$ cat config.mk
export PLATFORM = sky130hd
export DESIGN_NAME = timer_irq
export DESIGN_NICKNAME = d
export VERILOG_FILES = /design/src/rtl/timer_irq_pkg.sv /design/src/rtl/timer_irq.sv
export SDC_FILE = /design/constraint.sdc
export NUM_CORES = 1
export LEC_CHECK = 0
export ABC_AREA = 0
export CELL_PAD_IN_SITES_DETAIL_PLACEMENT = 0
export CELL_PAD_IN_SITES_GLOBAL_PLACEMENT = 2
export CORE_MARGIN = 1
export CORE_UTILIZATION = 27
export CTS_CLUSTER_DIAMETER = 30
export DETAILED_ROUTE_END_ITERATION = 10
export MAX_ROUTING_LAYER = met4
export PLACE_DENSITY = 0.73
export SLEW_MARGIN = 20
export SYNTH_ARGS = -nofsm -noshare
export SYNTH_HDL_FRONTEND = slang
export SYNTH_SLANG_ARGS = --single-unit
$ cat constraint.sdc
create_clock -name clk -period 2.2 [get_ports clk]
set_clock_uncertainty 0.05 [all_clocks]
set_input_delay 0.44 -clock clk [delete_from_list [all_inputs] [get_ports clk]]
set_output_delay 0.44 -clock clk [all_outputs]
set_load 0.005 [all_outputs]
$ cat src/rtl/timer_irq_pkg.sv
// timer_irq shared definitions.
// Register map, CTRL field positions, modes and FSM encoding.
package timer_irq_pkg;

    localparam logic [1:0] ADDR_CTRL   = 2'd0;
    localparam logic [1:0] ADDR_PRESET = 2'd1;
    localparam logic [1:0] ADDR_COUNT  = 2'd2;

    localparam int CTRL_EN      = 0;
    localparam int CTRL_MODE_LO = 1;
    localparam int CTRL_MODE_HI = 2;
    localparam int CTRL_IM      = 3;

    localparam logic [1:0] MODE_ONESHOT = 2'b00;
    localparam logic [1:0] MODE_RELOAD  = 2'b01;

    typedef enum logic [1:0] {
        ST_IDLE = 2'd0,
        ST_LOAD = 2'd1,
        ST_CNT  = 2'd2,
        ST_INT  = 2'd3
    } state_e;

endpackage

$ cat src/rtl/timer_irq.sv
// timer_irq: memory-mapped 32-bit down-counter timer.
// One-shot (sticky irq) or auto-reload (one-cycle irq pulse).
module timer_irq
    import timer_irq_pkg::*;
(
    input  logic        clk,
    input  logic        reset,
    input  logic [1:0]  addr,
    input  logic        we,
    input  logic [31:0] wdata,
    output logic [31:0] rdata,
    output logic        irq
);

    logic [3:0]  ctrl_q;
    logic [31:0] preset_q;
    logic [31:0] count_q;
    logic        irq_flag_q;
    state_e      state_q;

    state_e      state_d;
    logic [31:0] count_d;
    logic        en_clr;
    logic        flag_set;
    logic        flag_clr;

    logic        en;
    logic [1:0]  mode;
    logic        wr_ctrl;
    logic        wr_preset;

    assign en        = ctrl_q[CTRL_EN];
    assign mode      = ctrl_q[CTRL_MODE_HI:CTRL_MODE_LO];
    assign wr_ctrl   = we && (addr == ADDR_CTRL);
    assign wr_preset = we && (addr == ADDR_PRESET);
    assign irq       = irq_flag_q & ctrl_q[CTRL_IM];

    // Next state, next count and flag/enable side effects of the FSM
    always_comb begin
        state_d  = state_q;
        count_d  = count_q;
        en_clr   = 1'b0;
        flag_set = 1'b0;
        flag_clr = 1'b0;
        unique case (state_q)
            ST_IDLE: begin
                if (en) begin
                    state_d = ST_LOAD;
                end
            end
            ST_LOAD: begin
                count_d = preset_q;
                state_d = ST_CNT;
            end
            ST_CNT: begin
                if (!en) begin
                    state_d = ST_IDLE;
                end else if (count_q > 32'd1) begin
                    count_d = count_q - 32'd1;
                end else begin
                    count_d  = '0;
                    flag_set = 1'b1;
                    state_d  = ST_INT;
                end
            end
            ST_INT: begin
                if (mode == MODE_RELOAD) begin
                    flag_clr = 1'b1;
                end else begin
                    en_clr = 1'b1;
                end
                state_d = ST_IDLE;
            end
        endcase
    end

    // FSM state and counter registers
    always_ff @(posedge clk) begin
        if (reset) begin
            state_q <= ST_IDLE;
            count_q <= '0;
        end else begin
            state_q <= state_d;
            count_q <= count_d;
        end
    end

    // CPU-visible registers; a CPU write beats the FSM on the same edge
    always_ff @(posedge clk) begin
        if (reset) begin
            ctrl_q     <= {1'b0, MODE_ONESHOT, 1'b0};
            preset_q   <= '0;
            irq_flag_q <= 1'b0;
        end else begin
            if (wr_ctrl) begin
                ctrl_q <= wdata[3:0];
            end else if (en_clr) begin
                ctrl_q[CTRL_EN] <= 1'b0;
            end
            if (wr_preset) begin
                preset_q <= wdata;
            end
            if (wr_ctrl || wr_preset) begin
                irq_flag_q <= 1'b0;
            end else if (flag_set) begin
                irq_flag_q <= 1'b1;
            end else if (flag_clr) begin
                irq_flag_q <= 1'b0;
            end
        end
    end

    // Combinational register read, no side effects
    always_comb begin
        rdata = '0;
        case (addr)
            ADDR_CTRL:   rdata = {28'd0, ctrl_q};
            ADDR_PRESET: rdata = preset_q;
            ADDR_COUNT:  rdata = count_q;
            default:     rdata = '0;
        endcase
    end

endmodule

* Word-level counts from Yosys, hierarchy flattened *
Index checks and enable logic that the tools add are counted.

word-level totals
  register bits = 71
  bits in latches = 0
  bits in writable memories = 0
  bits in read-only memories = 0
  bits of input ports = 37
  output and inout bits = 33
  memories kept = 0

cells by class
  $add $sub $neg = 1
  multipliers = 0
  divide/modulo/power cells = 0
  $lt $le $gt $ge = 1
  equal/unequal tests = 9
  shifts and indexed selects = 0
  multiplexer cells = 19
  bitwise gates (word level) = 1
  reduce and logical (&&, ||, !) cells = 11

operators with widths
  operator                 count
  $pmux W32 S3             1
  $mux W32                 2
  $pmux W32 S2             1
  $gt A32 B1 Y1 const B    1
  $sub A32 B1 Y32 const B  1
  $mux W1                  11
  $pmux W2 S4              1
  $eq A2 B1 Y1 const B     3
  $eq A2 B2 Y1 const B     3
  $mux W2                  3
  $reduce_bool A2 Y1       3
  $logic_not A2 Y1         2
  $ne A2 B2 Y1 const B     2
  $reduce_and A2 Y1        2
  $ne A3 B3 Y1 const B     1
  $logic_and A1 B1 Y1      2
  $reduce_or A2 Y1         1
  $and A1 B1 Y1            1
  $logic_or A1 B1 Y1       1

* Logic depth before layout (Yosys ltp) *
Gate-level depths: netlist of run 1.

  depth in word-level cells = 5
  mapped depth = 10
  mapped depth without buffers = 8

* Least setup slack after synthesis of run 1 *
OpenSTA, ideal clock, no wires.

  path type = reg-to-reg
  start = register count_q[22]
  end = register count_q[31]
  setup time = 0.126 ns
  data arrival time = 2.150 ns
  data required time = 2.024 ns
  slack = -0.126 ns
  cell stages (with the launch flop) = 7
  path buffers = 1
  clock period less this slack = 2.326 ns
  cells stage by stage = dfxtp_1 buf_6 or4_1 or4_4 or4_1 xor2_1 a21oi_2

on the way
  cells in the longest elaborated chain, start to end = 4
  elaborated cells between the ends (all ways) = 5
  those cells by class = add/sub: 1; order compare: 1; mux: 3

ends and longest elaborated chain
  item                                                     RTL line                          source
  start, declared                                          timer_irq.sv:17                   logic [31:0] count_q;
  start signal, assigned                                   timer_irq.sv:84                   count_q <= count_d;
  $sub A32 B1 Y32 / $gt A32 B1 Y1 (equally long branches)  timer_irq.sv:59, timer_irq.sv:58
  $mux W32 (*)                                             timer_irq.sv:58                   end else if (count_q > 32'd1) begin
  $mux W32 (*)                                             timer_irq.sv:56                   if (!en) begin
  $pmux W32 S2 (*)                                         timer_irq.sv:45                   unique case (state_q)

Every way passes the cells marked *; elsewhere a longest branch is shown, timed or not. The select of a mux whose other input is x is not followed.
A chain may end at the register's enable or synchronous reset.

* Worst setup path in the final report of run 1 *
  start = register count_q[8]
  end = register count_q[25]

The elaborated chain is that of the path after synthesis.

==> impl_metrics.py, run 1 <==
metrics = {
    "routing": {
        "top_layer": "met4",
        "wl_per_cell_um": 17.87,
        "drt-total-wl_mm": 15.10,
        "drtPass1Iterations": 4,
        "first_iter_violations": 273,
        "drcViolationCount": 0,
        "viasPerCell": 5.276,
        "wl_met2_mm": 7.059,
        "vias": 4458,
        "met1_length_mm": 6.954,
        "ant_nets": 0,
        "route.met3.wl_um": 725,
    },
    "power_and_ir_drop": {
        "irDropWorstVdd_mv": 0.4010,
        "p_leak_nw": 2.405,
        "p_per_area_mw_per_mm2": 606.9,
    },
    "yosys": {
        "synth_area_per_cell_um2": 7.502,
        "synth_top_cell_area_share_pct": 36.36,
        "synthArstFlopShare_pct": 0,
        "yosys.area.top_type": "dfxtp_1",
        "synthTopCellsByArea": "dfxtp_1 (36%), nand2_1 (9.6%), a21oi_1 (6.8%)",
        "syn_inst": 521,
        "yosysMostFrequentCell": "nand2_1",
        "ys_types": 47,
        "synth.net_count": 560,
        "yosys_warnings": 0,
        "yosysSeqAreaShare_pct": 36.36,
        "synth_edf_count": 0,
        "syn_area_mm2": 0.003909,
        "synthTopCellsByCount": "nand2_1 (100), dfxtp_1 (71), a21oi_1 (53)",
        "synth_ff_type": "dfxtp_1",
        "synth-seq-cells": 71,
    },
    "finish": {
        "area_delta_synth_final_pct": 50.83,
        "layout-drive-gt1-share_pct": 25.26,
        "fill_cells": 1467,
        "design_area_mm2": 0.005896,
        "nNetsFinal": 699,
        "seq_area_mm2": 0.001428,
        "finalCoreUtilization_pct": 42.15,
        "antenna_cells": 0,
        "final_cells": 845,
        "multi_input_area_mm2": 0.002399,
    },
    "global_route": {
        "grt_pass1_wl_mm": 23.38,
        "grt_overflow": 0,
        "antenna_found_initial": 0,
        "grt.total_usage_pct": 21.18,
        "grt_max_degree": 23,
        "grt_pass1_vias": 4358,
    },
    "setup_path": {
        "critical_path_arrival_ns": 2.46,
        "regToRegStartpoint": "count_q[8]",
        "crit_path_start_kind": "register",
        "crit_type": "reg2reg",
        "crit_fanout": 4,
        "crit_start": "count_q[8]",
        "critPathCaptureType": "register",
        "required_ns": 2.39,
    },
    "min_path": {
        "holdCritPathClass": "reg2reg",
        "min_from": "preset_q[14]",
    },
    "timing": {
        "finalSetupViolations": 3,
        "tns_ns": -0.1377,
        "worst_slack_ns": -0.07153,
        "max_freq_ghz": 0.4402,
        "rsz0062_at_grt": "yes",
        "hold_viol_final": 0,
        "hold_ws_ns": 0.4219,
        "max-slew-margin-rel_pct": 59.57,
        "fin_crit_ns": 2.272,
        "worst_slew_pin_slew_ns": 0.6001,
        "finalCritPeriodShare_pct": 103.3,
        "slew_violations": 0,
    },
    "place": {
        "place_hpwl_mm": 10.17,
        "dpl_cell_area_mm2": 0.005291,
        "dp.cells": 806,
        "io_buffer_count": 69,
        "place_congestion": 0.8569,
    },
    "clocking": {
        "clk_pin_slew_ns": 0.06,
        "cts.path.max_buffers": 2,
        "cts-root-buf": "clkbuf_16",
        "clk_latency_ns": 0.34,
        "cts_buffers": 9,
        "htree_levels": 3,
        "tritoncts": "built",
        "cts_sinks": 71,
    },
    "die": {
        "io_pins": 70,
        "chipHeight_um": 122.3,
        "initial_core_util_pct": 27.94,
        "die_area_mm2": 0.01496,
        "coreArea_mm2": 0.01399,
        "die_width_um": 122.3,
        "num_rows": 43,
    },
    "status": {
        "status": "finished, violations left",
        "violations": "negative setup slack",
    },
    "job": {
        "drv_cap": 0,
    },
}
==> cells in the final DEF, fill, tap and decap left out, types with 6 or more instances in the layout <==
master           Yosys  routed
clkbuf_16            0       9
clkdlybuf4s50_1      0      34
nand2_1            100      99
a211oi_1            23      22
or4_4                2       6
dlygate4sd2_1        0       6
o21ai_0             42      42
nor2_1              38      35
a22o_1              28      28
buf_2                2      18
mux2i_1              7       7
nor3_1              10      10
buf_6                1       9
inv_1                9       8
dfxtp_1             71      66
a21oi_1             53      52
clkdlybuf4s15_1      0       6
buf_4                0      81
nor4_1               8       6
nand4_1              7       7
==> flip-flops by register name, summed over array words and instances (netlist names) <==
signal and flops:
state_q 2, ctrl_q 4, preset_q 32, count_q 32
irq_flag_q 1
==> worst max-delay path, cell delays in order, from the launching register on <==
cell     delay (ns)
dfxtp_2        0.32
or4_4          0.56
nor4_4         0.31
nand2_2        0.14
or4_4          0.44
xor2_1         0.17
o41ai_2        0.19
==> cells by family after synthesis <==
kind of cell / synth area share (%)
xor gates and xnor gates: 2.017
muxes: 1.793
adders and majority gates: 0.6401
buffers and inverters: 5.058
DFF: 36.36
AOI/OAI and AO/OA: 29.80
and+or+nand+nor: 24.33
==> routing by layer <==
| metal | up-vias | track usage, % |
|---|---|---|
| met5 | - | - |
| met4 | 0 | 8.232 |
| met3 | 27 | 3.950 |
| li1 | 2162 | - |
| met2 | 128 | 33.71 |
| met1 | 2141 | 26.42 |
==> area by class of cell <==
type | count | share of cell area, %
clock buffers | 12 | 4.181
inverters | 9 | 0.5730
repair buffers | 169 | 25.76
clock inverters | 4 | 0.7640
multi-input cells | 400 | 40.68
well taps | 180 | 3.820
flip-flops and latches | 71 | 24.21
==> worst paths after layout <==
kind | slack, ns | end | cells past startpoint
setup / recovery | -0.07 | count_q[25] | 6
setup reg to reg | -0.07 | count_q[25] | 6
hold reg to reg | 0.42 | preset_q[14] | 2
hold / removal | 0.42 | preset_q[14] | 2
==> where the power goes <==
group	internal, mW	leakage, nW	switching, mW
logic	0.381	1.68	0.373
registers	1.32	0.578	0.0320
clock network	0.904	0.146	0.567
total	2.61	2.40	0.972
==> through the flow <==
step | power [mW] | setup slack (ns)
4_1_cts | 3.564 | -0.08289
3_3_place_gp | 2.005 | -0.3996
2_1_floorplan | 1.708 | -0.08050
6_report | 3.578 | -0.07153
5_1_grt | 3.728 | -0.1306
3_5_place_dp | 2.010 | -0.4120
==> repair_timing <==
item	CTS	global route
gates resized for setup	109	31
setup buffers	17	4
cloned	5	0
setup endpoints to repair	47	45
pin swaps	18	13
hold buffers	0	0
Power figures use the tool's default switching activity.
==> inputs of run 2 (changes only) <==
- CELL_PAD_IN_SITES_DETAIL_PLACEMENT: 0 -> not set
- CELL_PAD_IN_SITES_GLOBAL_PLACEMENT: 2 -> not set
- CORE_UTILIZATION: 27 -> 45
- PLACE_DENSITY: 0.73 -> 0.7
==> impl_metrics.py, run 2 (synthesis gave the netlist of run 1 again) <==
metrics = {
    "routing": {
        "first_iter_violations": 241,
        "wl_per_cell_um": 17.33,
        "viasPerCell": 5.954,
        "drtPass1Iterations": 5,
        "drt-total-wl_mm": 12.94,
        "vias": 4448,
        "drcViolationCount": 0,
        "ant_nets": 0,
    },
    "timing": {
        "worst_slew_pin_slew_ns": 0.7007,
        "fin_crit_ns": 2.257,
        "max-slew-margin-rel_pct": 53.29,
        "hold_viol_final": 0,
        "slew_violations": 0,
        "hold_ws_ns": 0.4191,
        "worst_slack_ns": -0.05718,
        "finalCritPeriodShare_pct": 102.6,
        "rsz0062_at_grt": "yes",
        "finalSetupViolations": 5,
        "max_freq_ghz": 0.4430,
    },
    "clocking": {
        "tritoncts": "built",
        "htree_levels": 3,
        "cts_buffers": 9,
        "clk_pin_slew_ns": 0.07,
        "clk_latency_ns": 0.35,
        "cts_sinks": 71,
        "postCtsHoldBufs": 0,
        "cts-root-buf": "clkbuf_8",
        "cts.path.max_buffers": 2,
    },
    "finish": {
        "layout_commonest_cell": "nand2_1",
        "layout-drive-gt1-share_pct": 20.09,
        "area_delta_synth_final_pct": 42.35,
        "largestRegisters": "count_q: 32 flops, preset_q: 32 flops, ctrl_q: 4 flops",
        "nNetsFinal": 680,
        "layout_common_cells": "nand2_1 (100), buf_4 (68), dfxtp_1 (65), a21oi_1 (51), o21ai_0 (41)",
        "antenna_cells": 0,
    },
    "setup_path": {
        "r2r_end": "count_q[9]",
        "critPathCaptureType": "register",
        "reg2reg_slack_ns": -0.06,
        "crit_fanout": 5,
        "required_ns": 2.39,
        "crit_path_start_kind": "register",
        "ff2ff_path_depth": 8,
        "crit_type": "reg2reg",
        "regToRegStartpoint": "count_q[4]",
        "critical_path_arrival_ns": 2.45,
    },
    "die": {
        "num_rows": 33,
        "die_width_um": 95.20,
        "coreArea_mm2": 0.008299,
        "die_area_mm2": 0.009063,
        "chipHeight_um": 95.20,
        "initial_core_util_pct": 47.10,
        "io_pins": 70,
    },
    "place": {
        "io_buffer_count": 69,
        "place_hpwl_mm": 8.967,
        "place_congestion": 0.8972,
        "place_ws_ns": -0.4424,
    },
    "global_route": {
        "grt_pass1_vias": 4239,
        "grt.total_usage_pct": 30.74,
        "grt_overflow": 0,
        "grt_max_degree": 33,
        "grt_pass1_wl_mm": 20.82,
        "antenna_found_initial": 0,
    },
    "min_path": {
        "hold_depth": 2,
        "min_from": "preset_q[14]",
        "whs_endpoint": "preset_q[14]",
        "holdCritPathClass": "reg2reg",
    },
    "status": {
        "status": "finished, violations left",
        "violations": "negative setup slack",
    },
    "power_and_ir_drop": {
        "p_per_area_mw_per_mm2": 531.7,
        "irDropWorstVdd_mv": 0.3728,
        "power_mw": 2.958,
        "p_leak_nw": 2.291,
    },
    "job": {
        "drv_cap": 0,
    },
}
run 2: cell types whose count changed in the layout (fill, tap and decap cells not counted), moves of 5 or more:
cell and delta:
dlygate4sd2_1 +23, buf_2 -16, buf_4 -13, clkbuf_8 +10
clkbuf_16 -9, buf_6 -6, clkdlybuf4s15_1 -5
run 2: final cells by class:
cell class	instances	area [um^2]
multi-input cells	400	2395
fillers	697	2735
inverters	9	33.78
repair buffers	150	1416
well taps	105	131.4
clock buffers	11	151.4
flip-flops and latches	71	1429
clock inverters	1	7.507
run 2: worst max path at each step:
stage	from	to	slack, ns	cells after the start
global route	count_q[11]	count_q[25]	-0.13	6
CTS	count_q[1]	count_q[25]	-0.07	6
global placement	addr[1]	rdata[24]	-0.39	6
finish	count_q[4]	count_q[9]	-0.06	8
detailed placement	addr[1]	rdata[10]	-0.44	6
floorplan	count_q[22]	count_q[31]	-0.08	6
run 2: worst max-delay path, stage by stage, from the launching register on:
cell     delay (ns)
dfxtp_2        0.33
or4_4          0.57
buf_4          0.19
nor2_1         0.10
nand4_1        0.16
buf_4          0.18
nand2_1        0.18
o21ai_0        0.14
a32o_1         0.26
run 2: what timing repair did:
| action | CTS | global route |
|---|---|---|
| cloned | 3 | 0 |
| endpoints found under the setup margin | 50 | 54 |
| pin swaps | 6 | 4 |
| buffers inserted | 3 | 1 |
| resized for setup | 50 | 21 |
run 2: power by group:
group / internal [mW] / switching (mW)
Combinational: 0.345 / 0.346
Sequential: 1.32 / 0.0317
Clock: 0.446 / 0.471
run 2: routing by layer:
layer,vias up,GRT usage [%],routed length [um]
li1,2124,-,-
met2,152,52.62,6408
met5,-,-,0
met1,2141,36.51,5528
met3,31,4.306,691
met4,0,11.36,315
run 2: stage by stage:
stage	TNS (ns)	cells	cell area [um^2]	util, %
final	-0.2015	747	5564	67.04
after CTS	-0.09121	746	5484	66.08
after global routing	-0.8004	747	5564	67.04
after detailed placement	-15.18	728	5187	62.51
after global placement	-12.42	728	5187	62.51
after floorplan	-0.3083	521	3930	-
==> inputs of run 3 (changes only) <==
- ABC_CLOCK_PERIOD_IN_PS: not set -> 2900
- PLACE_DENSITY: 0.7 -> 0.67
- clock period: 2.2 -> 2.9 ns (I/O delays scaled with it)
==> impl_metrics.py, run 3 (synthesis gave the netlist of run 1 again) <==
metrics = {
    "min_path": {
        "holdCritPathClass": "reg2reg",
        "min_from": "preset_q[21]",
    },
    "finish": {
        "antenna_cells": 0,
        "area_delta_synth_final_pct": 29.96,
        "finalCoreUtilization_pct": 61.21,
        "nNetsFinal": 629,
        "fill_cells": 781,
        "seq_area_mm2": 0.001421,
        "multi_input_area_mm2": 0.002305,
        "final_cells": 700,
        "layout_common_cells": "nand2_1 (100), dfxtp_1 (71), clkdlybuf4s50_1 (66), a21oi_1 (53), o21ai_0 (42)",
        "layout-drive-gt1-share_pct": 9.412,
        "layout_commonest_cell": "nand2_1",
        "largestRegisters": "count_q: 32 flops, preset_q: 32 flops, ctrl_q: 4 flops",
        "design_area_mm2": 0.005080,
    },
    "setup_path": {
        "crit_path_start_kind": "register",
        "cp_slowest_stage_delay_ns": 0.71,
        "critical_path_arrival_ns": 2.83,
        "required_ns": 3.11,
        "cp_cell_sequence": "or4_1 > nor4_4 > nand2_2 > or4_1 > xor2_1 > o41ai_2",
        "critPathCaptureType": "register",
        "cpMostUsedCell": "or4_1",
        "reg2reg_slack_ns": 0.28,
        "crit_fanout": 8,
        "ff2ff_path_depth": 6,
        "crit_type": "reg2reg",
        "crit_slowest_cell": "or4_1",
        "critical_path_depth": 6,
        "crit_start": "count_q[4]",
        "critPathTopFamily": "simple AND/OR/NAND/NOR gates",
        "regToRegStartpoint": "count_q[4]",
        "cp_num_buf_inv": 0,
        "critPathCapture": "count_q[25]",
        "r2r_end": "count_q[25]",
    },
    "timing": {
        "max_freq_ghz": 0.3812,
        "slew_violations": 0,
        "hold_ws_ns": 0.4210,
        "finalSetupViolations": 0,
        "worst_slew_pin_slew_ns": 1.143,
        "hold_viol_final": 0,
        "finalCritPeriodShare_pct": 90.46,
        "rsz0062_at_grt": "no",
        "tns_ns": 0,
        "worst_slack_ns": 0.2765,
        "fin_crit_ns": 2.623,
        "max-slew-margin-rel_pct": 23.54,
    },
    "routing": {
        "wl_per_cell_um": 18.24,
        "vias": 4269,
        "first_iter_violations": 351,
        "viasPerCell": 6.099,
        "drcViolationCount": 0,
        "ant_nets": 0,
        "drt-total-wl_mm": 12.77,
        "drtPass1Iterations": 5,
    },
    "clocking": {
        "htree_levels": 3,
        "clk_pin_slew_ns": 0.08,
        "cts-root-buf": "clkbuf_8",
        "clk_latency_ns": 0.35,
        "cts_sinks": 71,
        "postCtsHoldBufs": 0,
        "cts_buffers": 9,
        "cts.path.max_buffers": 2,
        "tritoncts": "built",
    },
    "power_and_ir_drop": {
        "p_leak_nw": 1.865,
        "irDropWorstVdd_mv": 0.2151,
        "p_per_area_mw_per_mm2": 432.5,
        "power_mw": 2.197,
    },
    "global_route": {
        "antenna_found_initial": 0,
        "grt_pass1_vias": 3915,
        "grt_max_degree": 35,
        "grt_overflow": 0,
        "grt_pass1_wl_mm": 19.29,
        "grt.total_usage_pct": 28.11,
    },
    "die": {
        "chipHeight_um": 95.20,
        "die_area_mm2": 0.009063,
        "num_rows": 33,
        "die_width_um": 95.20,
        "io_pins": 70,
        "coreArea_mm2": 0.008299,
        "initial_core_util_pct": 47.10,
    },
    "job": {
        "drv_cap": 0,
    },
    "place": {
        "dpl_cell_area_mm2": 0.004772,
        "io_buffer_count": 69,
        "place_hpwl_mm": 7.929,
        "place_congestion": 0.8806,
        "place_ws_ns": 0.05811,
        "dp.cells": 678,
    },
    "status": {
        "status": "complete, no violations",
    },
}
[run 3: where the power goes]
part           leakage, nW  switching [mW]  internal, mW
registers            0.575          0.0295          1.00
clock network       0.0959           0.379         0.352
logic                 1.19           0.239         0.198
[run 3: per-layer routing]
layer	vias to the layer above	part of all wire, %	global-route usage, %
met1	2011	43	35.56
li1	2017	-	-
met5	-	0	-
met3	28	7.4	4.306
met4	0	1.4	8.838
met2	213	48	45.89
[run 3: how the worst min path moves through the flow]
stage                   endpoint  slack (ns)  cells past startpoint
floorplan            preset_q[3]        0.40                      2
global placement    preset_q[21]        0.41                      2
detailed placement  preset_q[11]        0.41                      2
CTS                 preset_q[13]        0.42                      2
global route        preset_q[11]        0.45                      2
finish              preset_q[21]        0.42                      2
[run 3: worst register-to-register path, stage by stage, from the launching register on]
cell and delay (ns):
dfxtp_1 0.38, or4_1 0.71, nor4_4 0.38, nand2_2 0.19, or4_1 0.45, xor2_1 0.17, o41ai_2 0.20
[run 3: repair_timing]
action                     CTS  global route
resized for setup            0             4
setup endpoints to repair    0            28
setup buffers                0             1
[run 3: final cells by class]
cell class / instances / share of cell area, %
sequential: 71 / 27.98
clock buffer: 12 / 3.054
inverter: 9 / 0.6650
timing repair buffer: 99 / 19.95
tap: 105 / 2.586
multi-input combinational: 400 / 45.37
clock inverter: 4 / 0.3941
